--- config.mk ---
export PLATFORM = sky130hd
export DESIGN_NAME = fp32_to_int32_seq
export DESIGN_NICKNAME = d
export VERILOG_FILES = /design/src/rtl/fp32_to_int32_seq.sv
export SDC_FILE = /design/constraint.sdc
export NUM_CORES = 1
export LEC_CHECK = 0
export ABC_AREA = 1
export CORE_UTILIZATION = 47
export DETAILED_ROUTE_END_ITERATION = 16
export GPL_TIMING_DRIVEN = 0
export PLACE_DENSITY = 0.77
export SLEW_MARGIN = 25
export SYNTH_ARGS = -nofsm -noshare
export SYNTH_HDL_FRONTEND = slang
export SYNTH_SLANG_ARGS = --single-unit
--- constraint.sdc ---
create_clock -name clk -period 6.76 [get_ports clk]
set_clock_uncertainty 0.2 [all_clocks]
set_input_delay 0.676 -clock clk [delete_from_list [all_inputs] [get_ports clk]]
set_output_delay 0.676 -clock clk [all_outputs]
set_load 0.03 [all_outputs]
--- src/rtl/fp32_to_int32_seq.sv ---
// fp32_to_int32_seq: multi-cycle IEEE-754 single -> signed 32-bit integer converter.
// Valid/ready on both sides; the significand is aligned by an iterative shifter that
// moves SHIFT_STEP bits per cycle.
// Optional feature macro: FP2I_RMODE_EN adds rm[1:0] (00 RNE, 01 RTZ, 10 +inf, 11 -inf).
module fp32_to_int32_seq #(
  parameter int unsigned SHIFT_STEP = 1  // 1, 2, 4 or 8
) (
  input  logic        clk,
  input  logic        rst_n,
  input  logic        in_valid,
  output logic        in_ready,
  input  logic [31:0] in_data,
  output logic        out_valid,
  input  logic        out_ready,
  output logic [31:0] out_data,
  output logic        invalid,
  output logic        inexact
`ifdef FP2I_RMODE_EN
  ,
  input  logic [1:0]  rm
`endif
);

  localparam logic [1:0] RmRtz = 2'b01;
  localparam logic [1:0] RmUp  = 2'b10;
  localparam logic [1:0] RmDn  = 2'b11;

  typedef enum logic [2:0] {StIdle, StClassify, StShift, StRound, StDone} state_e;

  state_e      state_q, state_d;
  logic [31:0] op_q, op_d;
  logic [31:0] mag_q, mag_d;
  logic        guard_q, guard_d;
  logic        sticky_q, sticky_d;
  logic [4:0]  cnt_q, cnt_d;
  logic        left_q, left_d;
  logic [31:0] out_data_q, out_data_d;
  logic        invalid_q, invalid_d;
  logic        inexact_q, inexact_d;
  logic        in_ready_q, in_ready_d;
  logic        out_valid_q, out_valid_d;
  logic [1:0]  rm_q;

  // Field views of the latched operand.
  logic        sign;
  logic [7:0]  expo;
  logic [22:0] mant;
  assign sign = op_q[31];
  assign expo = op_q[30:23];
  assign mant = op_q[22:0];

  // Scratch for the shifter and rounder.
  logic [31:0] mag_v, mag_r;
  logic        guard_v, sticky_v, inc, tiny_up;
  logic [4:0]  cnt_v;

`ifdef FP2I_RMODE_EN
  logic [1:0] rm_d;
  // Rounding mode is captured together with the operand.
  always_ff @(posedge clk or negedge rst_n) begin
    if (!rst_n) rm_q <= 2'b00;
    else        rm_q <= rm_d;
  end
  always_comb begin
    rm_d = rm_q;
    if (state_q == StIdle && in_valid) rm_d = rm;
  end
`else
  assign rm_q = 2'b00;
`endif

  // Round increment decision for the aligned magnitude.
  always_comb begin
    unique case (rm_q)
      RmRtz:   inc = 1'b0;
      RmUp:    inc = (guard_q | sticky_q) & ~sign;
      RmDn:    inc = (guard_q | sticky_q) & sign;
      default: inc = guard_q & (sticky_q | mag_q[0]);
    endcase
    mag_r   = mag_q + {31'd0, inc};
    // Directed modes push a tiny nonzero value away from zero when the sign agrees.
    tiny_up = ((rm_q == RmUp) && !sign) || ((rm_q == RmDn) && sign);
  end

  // Next-state logic for the FSM and datapath.
  always_comb begin
    state_d     = state_q;
    op_d        = op_q;
    mag_d       = mag_q;
    guard_d     = guard_q;
    sticky_d    = sticky_q;
    cnt_d       = cnt_q;
    left_d      = left_q;
    out_data_d  = out_data_q;
    invalid_d   = invalid_q;
    inexact_d   = inexact_q;
    in_ready_d  = in_ready_q;
    out_valid_d = out_valid_q;
    mag_v       = mag_q;
    guard_v     = guard_q;
    sticky_v    = sticky_q;
    cnt_v       = cnt_q;

    unique case (state_q)
      StIdle: begin
        if (in_valid) begin
          op_d       = in_data;
          invalid_d  = 1'b0;
          inexact_d  = 1'b0;
          in_ready_d = 1'b0;
          state_d    = StClassify;
        end
      end
      StClassify: begin
        if (expo == 8'd255) begin
          out_data_d  = (mant != 23'd0 || sign) ? 32'h8000_0000 : 32'h7FFF_FFFF;
          invalid_d   = 1'b1;
          state_d     = StDone;
          out_valid_d = 1'b1;
        end else if (expo >= 8'd158) begin
          if (sign && expo == 8'd158 && mant == 23'd0) begin
            out_data_d = 32'h8000_0000;
          end else begin
            out_data_d = sign ? 32'h8000_0000 : 32'h7FFF_FFFF;
            invalid_d  = 1'b1;
          end
          state_d     = StDone;
          out_valid_d = 1'b1;
        end else if (expo <= 8'd125) begin
          inexact_d   = (expo != 8'd0) || (mant != 23'd0);
          out_data_d  = 32'd0;
          if (inexact_d && tiny_up) out_data_d = sign ? 32'hFFFF_FFFF : 32'd1;
          state_d     = StDone;
          out_valid_d = 1'b1;
        end else begin
          mag_d    = {8'd0, 1'b1, mant};
          guard_d  = 1'b0;
          sticky_d = 1'b0;
          left_d   = (expo > 8'd150);
          cnt_d    = (expo > 8'd150) ? 5'(expo - 8'd150) : 5'(8'd150 - expo);
          state_d  = (expo == 8'd150) ? StRound : StShift;
        end
      end
      StShift: begin
        // Up to SHIFT_STEP single-bit steps, stopping when the count runs out.
        for (int unsigned i = 0; i < SHIFT_STEP; i++) begin
          if (cnt_v != 5'd0) begin
            if (left_q) begin
              mag_v = mag_v << 1;
            end else begin
              sticky_v = sticky_v | guard_v;
              guard_v  = mag_v[0];
              mag_v    = mag_v >> 1;
            end
            cnt_v = cnt_v - 5'd1;
          end
        end
        mag_d    = mag_v;
        guard_d  = guard_v;
        sticky_d = sticky_v;
        cnt_d    = cnt_v;
        if (cnt_v == 5'd0) state_d = StRound;
      end
      StRound: begin
        out_data_d  = sign ? (~mag_r + 32'd1) : mag_r;
        inexact_d   = guard_q | sticky_q;
        state_d     = StDone;
        out_valid_d = 1'b1;
      end
      StDone: begin
        if (out_ready) begin
          out_valid_d = 1'b0;
          in_ready_d  = 1'b1;
          state_d     = StIdle;
        end
      end
      default: state_d = StIdle;
    endcase
  end

  // State and registered outputs; reset discards any conversion in flight.
  always_ff @(posedge clk or negedge rst_n) begin
    if (!rst_n) begin
      state_q     <= StIdle;
      op_q        <= 32'd0;
      mag_q       <= 32'd0;
      guard_q     <= 1'b0;
      sticky_q    <= 1'b0;
      cnt_q       <= 5'd0;
      left_q      <= 1'b0;
      out_data_q  <= 32'd0;
      invalid_q   <= 1'b0;
      inexact_q   <= 1'b0;
      in_ready_q  <= 1'b1;
      out_valid_q <= 1'b0;
    end else begin
      state_q     <= state_d;
      op_q        <= op_d;
      mag_q       <= mag_d;
      guard_q     <= guard_d;
      sticky_q    <= sticky_d;
      cnt_q       <= cnt_d;
      left_q      <= left_d;
      out_data_q  <= out_data_d;
      invalid_q   <= invalid_d;
      inexact_q   <= inexact_d;
      in_ready_q  <= in_ready_d;
      out_valid_q <= out_valid_d;
    end
  end

  assign in_ready  = in_ready_q;
  assign out_valid = out_valid_q;
  assign out_data  = out_data_q;
  assign invalid   = invalid_q;
  assign inexact   = inexact_q;

endmodule

==> flow_metrics.tcl <==
set metrics [dict create \
    status "finished with violations" \
    violations "design-rule violations" \
    crit_fanout 9 \
    report.final.hold_viol_count 0 \
    grt_max_degree 70 \
    leakage_uw 0.00388 \
    fmax_mhz 334 \
    crit_top_cell "nand2_1" \
    ys_seq_area_share_pct 38.8 \
    synth_seq_cells 111 \
    synth_edf_count 0 \
    p_per_area_mw_per_mm2 457 \
    critPathTopFamily "simple AND/OR/NAND/NOR gates" \
    rows 44 \
    switching_share_pct 48.2 \
    reg2reg_depth 20 \
    required_ns 6.84 \
    area_growth_pct 17.8 \
    post-cts-setup-buffers 0 \
    peakVddDrop_mv 0.243 \
    drv_slew 0 \
    antenna_found_initial 0 \
    ys_types 42 \
    cp.depth 20 \
    path_buf_inv 1 \
    cts.sinks 111 \
    cts_tree "done" \
    p_int_uw 2000 \
    syn_area_mm2 0.00717 \
    p_switching_uw 1860 \
    rsz0062_at_grt "false" \
    worstSetupEndpointType "flip-flop" \
    port_buffers 71 \
    hold_buffers 0 \
    critical_path_class "flip-flop to flip-flop" \
    dieArea_mm2 0.0157 \
    grt_pass1_wl_mm 32.1 \
    clock_latency_ns 0.36 \
    root_buffer "clkbuf_16" \
    synth_nets 1101 \
    core_area_mm2 0.0147 \
    num_io_pins 72 \
    drv_cap 0 \
    clockPowerShare_pct 14.2 \
    crit_end "out_data[31]$_DFFE_PN0P_" \
    reg2reg_slack_ns 3.76 \
    post_drt_via_cell_ratio 5.25 \
    syn_area_per_cell_um2 6.79 \
    drt_pass1_iterations 11 \
    overflow 0 \
    nets 1184 \
    wirelength_mm 18.8 \
    fin_crit_ns 3.00 \
    met3_usage_pct 4.24 \
    cp_cell_sequence "nor2_1 -> nor2_1 -> ha_1 -> ha_1 -> nand2_2 -> nor2_8 -> nand2_2 -> nor2_4 -> nand2_1 -> nand2_1 -> nand2_1 -> inv_1 -> nand2_1 -> nor2_1 -> nand3_1 -> nand2_1 -> nand2_1 -> nand2_1 -> nand3_1 -> a21oi_1" \
    tns_ns 0 \
    grt.busiest_layer "met2" \
    slowest_stage "dfrtp_1" \
    die_y_um 125 \
    drtAntennaViolNets 0 \
    worstMarginPinSlew_ns 0.619 \
    die_x_um 125 \
    mostFrequentLayoutCells "nand2_1 (352), nor2_1 (128), dfrtp_1 (110), inv_1 (104), o21ai_0 (83)" \
    cts-resized-gates 0 \
    wl_per_cell_um 14.2 \
    synthArstFlopShare_pct 100 \
    seqPwrFrac_pct 30.9 \
    crit_start "mag_q[0]$_DFFE_PN0P_" \
    clock_path_buffers 2 \
    synthCells 1055 \
    antennaDiodeCount 0 \
    hold_class "input pin to async pin" \
    power_frac_comb_pct 54.9 \
    dp_hpwl_mm 14.8 \
    fin_crit_sh_pct 44.3 \
    worstSetupStartpointType "flip-flop" \
    relSlewSlack_pct 58.7 \
    post-route-util_pct 57.4 \
    grtUsageMet1_pct 33.8 \
    track_usage_pct 25.7 \
    ctsHtreeMaxLevel 3 \
    drc 6 \
    place.gp.congestion 0.923 \
    r2r-end "out_data[31]$_DFFE_PN0P_" \
    cts-buffers-inserted 9 \
    worstReg2RegStart "mag_q[0]$_DFFE_PN0P_" \
    clk_pin_slew_ns 0.07 \
    layout-drive-gt1-share_pct 5.95 \
    start_util_pct 48.8 \
    grt_pass1_vias 6646 \
    ys_warn_count 0 \
    synth_flop_cell "dfrtp_1" \
    vias 6967 \
    setup_viol 0 \
    layout_commonest_cell "nand2_1" \
    cp.arrival_ns 3.08 \
    slowest_delay_ns 0.39 \
    drt_iter0_markers 566 \
    grt_use_met2_pct 42.3 \
]
power groups by stage:
stage	Sequential, uW	Combinational [uW]	Clock, uW
floorplan	1370	1270	0
global placement	1190	2070	0
detailed placement	1200	2100	0
CTS	1190	2110	557
global route	1230	2390	587
finish	1190	2120	547
Yosys cell counts (5+ instances only):
library cell | number | area share (%)
nand2_1 | 352 | 18
clkbuf_1 | 24 | 1.3
nor2_2 | 7 | 0.61
nand2_2 | 11 | 0.96
buf_2 | 5 | 0.35
nor3_1 | 8 | 0.56
inv_1 | 104 | 5.4
a21oi_1 | 54 | 3.8
dfrtp_1 | 110 | 38
nor2_1 | 128 | 6.7
xor2_1 | 5 | 0.61
o21ai_0 | 83 | 5.8
nand3_1 | 60 | 4.2
nand4_1 | 8 | 0.70
nor2_4 | 10 | 1.6
o22ai_1 | 9 | 0.79
o221ai_1 | 23 | 2.8
nor4_1 | 5 | 0.44
ha_1 | 10 | 1.7
logic make-up after synthesis:
kind of cell	after synthesis	synth area share, %
xor+xnor	5	0.611
compound gates	184	14.7
simple gates	603	36.0
fa+ha+maj	10	1.75
flops	111	38.8
buf+inv	142	8.15
worst min-delay path by stage:
stage          cells after the start                 start                     to
2_1_floorplan                      0                 rst_n   cnt_q[0]$_DFFE_PN0P_
3_3_place_gp                       2  op_q[13]$_DFFE_PN0P_   op_q[13]$_DFFE_PN0P_
6_report                           1                 rst_n  mag_q[25]$_DFFE_PN0P_
5_1_grt                            1                 rst_n  mag_q[26]$_DFFE_PN0P_
4_1_cts                            1                 rst_n  mag_q[25]$_DFFE_PN0P_
3_5_place_dp                       2   op_q[5]$_DFFE_PN0P_    op_q[5]$_DFFE_PN0P_
sequential cells by signal, indices dropped and copies added (netlist names), 3 cells and up:
register and cells:
state_q 3, out_data 32, cnt_q 5, mag_q 32, op_q 32
stage by stage:
stage	hold slack [ns]	area (um2)	setup WS, ns	instances	power, uW
floorplan	0.180	7170	4.23	1055	2640
global placement	0.282	8110	0.705	1310	3260
detailed placement	0.285	8140	3.84	1311	3300
CTS	0.0296	8440	3.79	1326	3860
global route	0.0483	8440	3.41	1326	4210
finish	0.0210	8440	3.76	1326	3850
area by class of cell:
class                      count  area, um2
clock inverter                 6       77.6
fill                        1456       6260
timing repair buffer          72        739
buffer                        35        183
clock buffer                   9        225
multi-input combinational    802       3800
tap                          184        230
inverter                     107        402
sequential                   111       2780
layer usage:
layer | vias up | routed length [um]
li1 | 3595 | -
met1 | 3150 | 8800
met2 | 189 | 8580
met3 | 33 | 859
met4 | 0 | 555
met5 | - | 0
(Power assumes the default switching activity.)
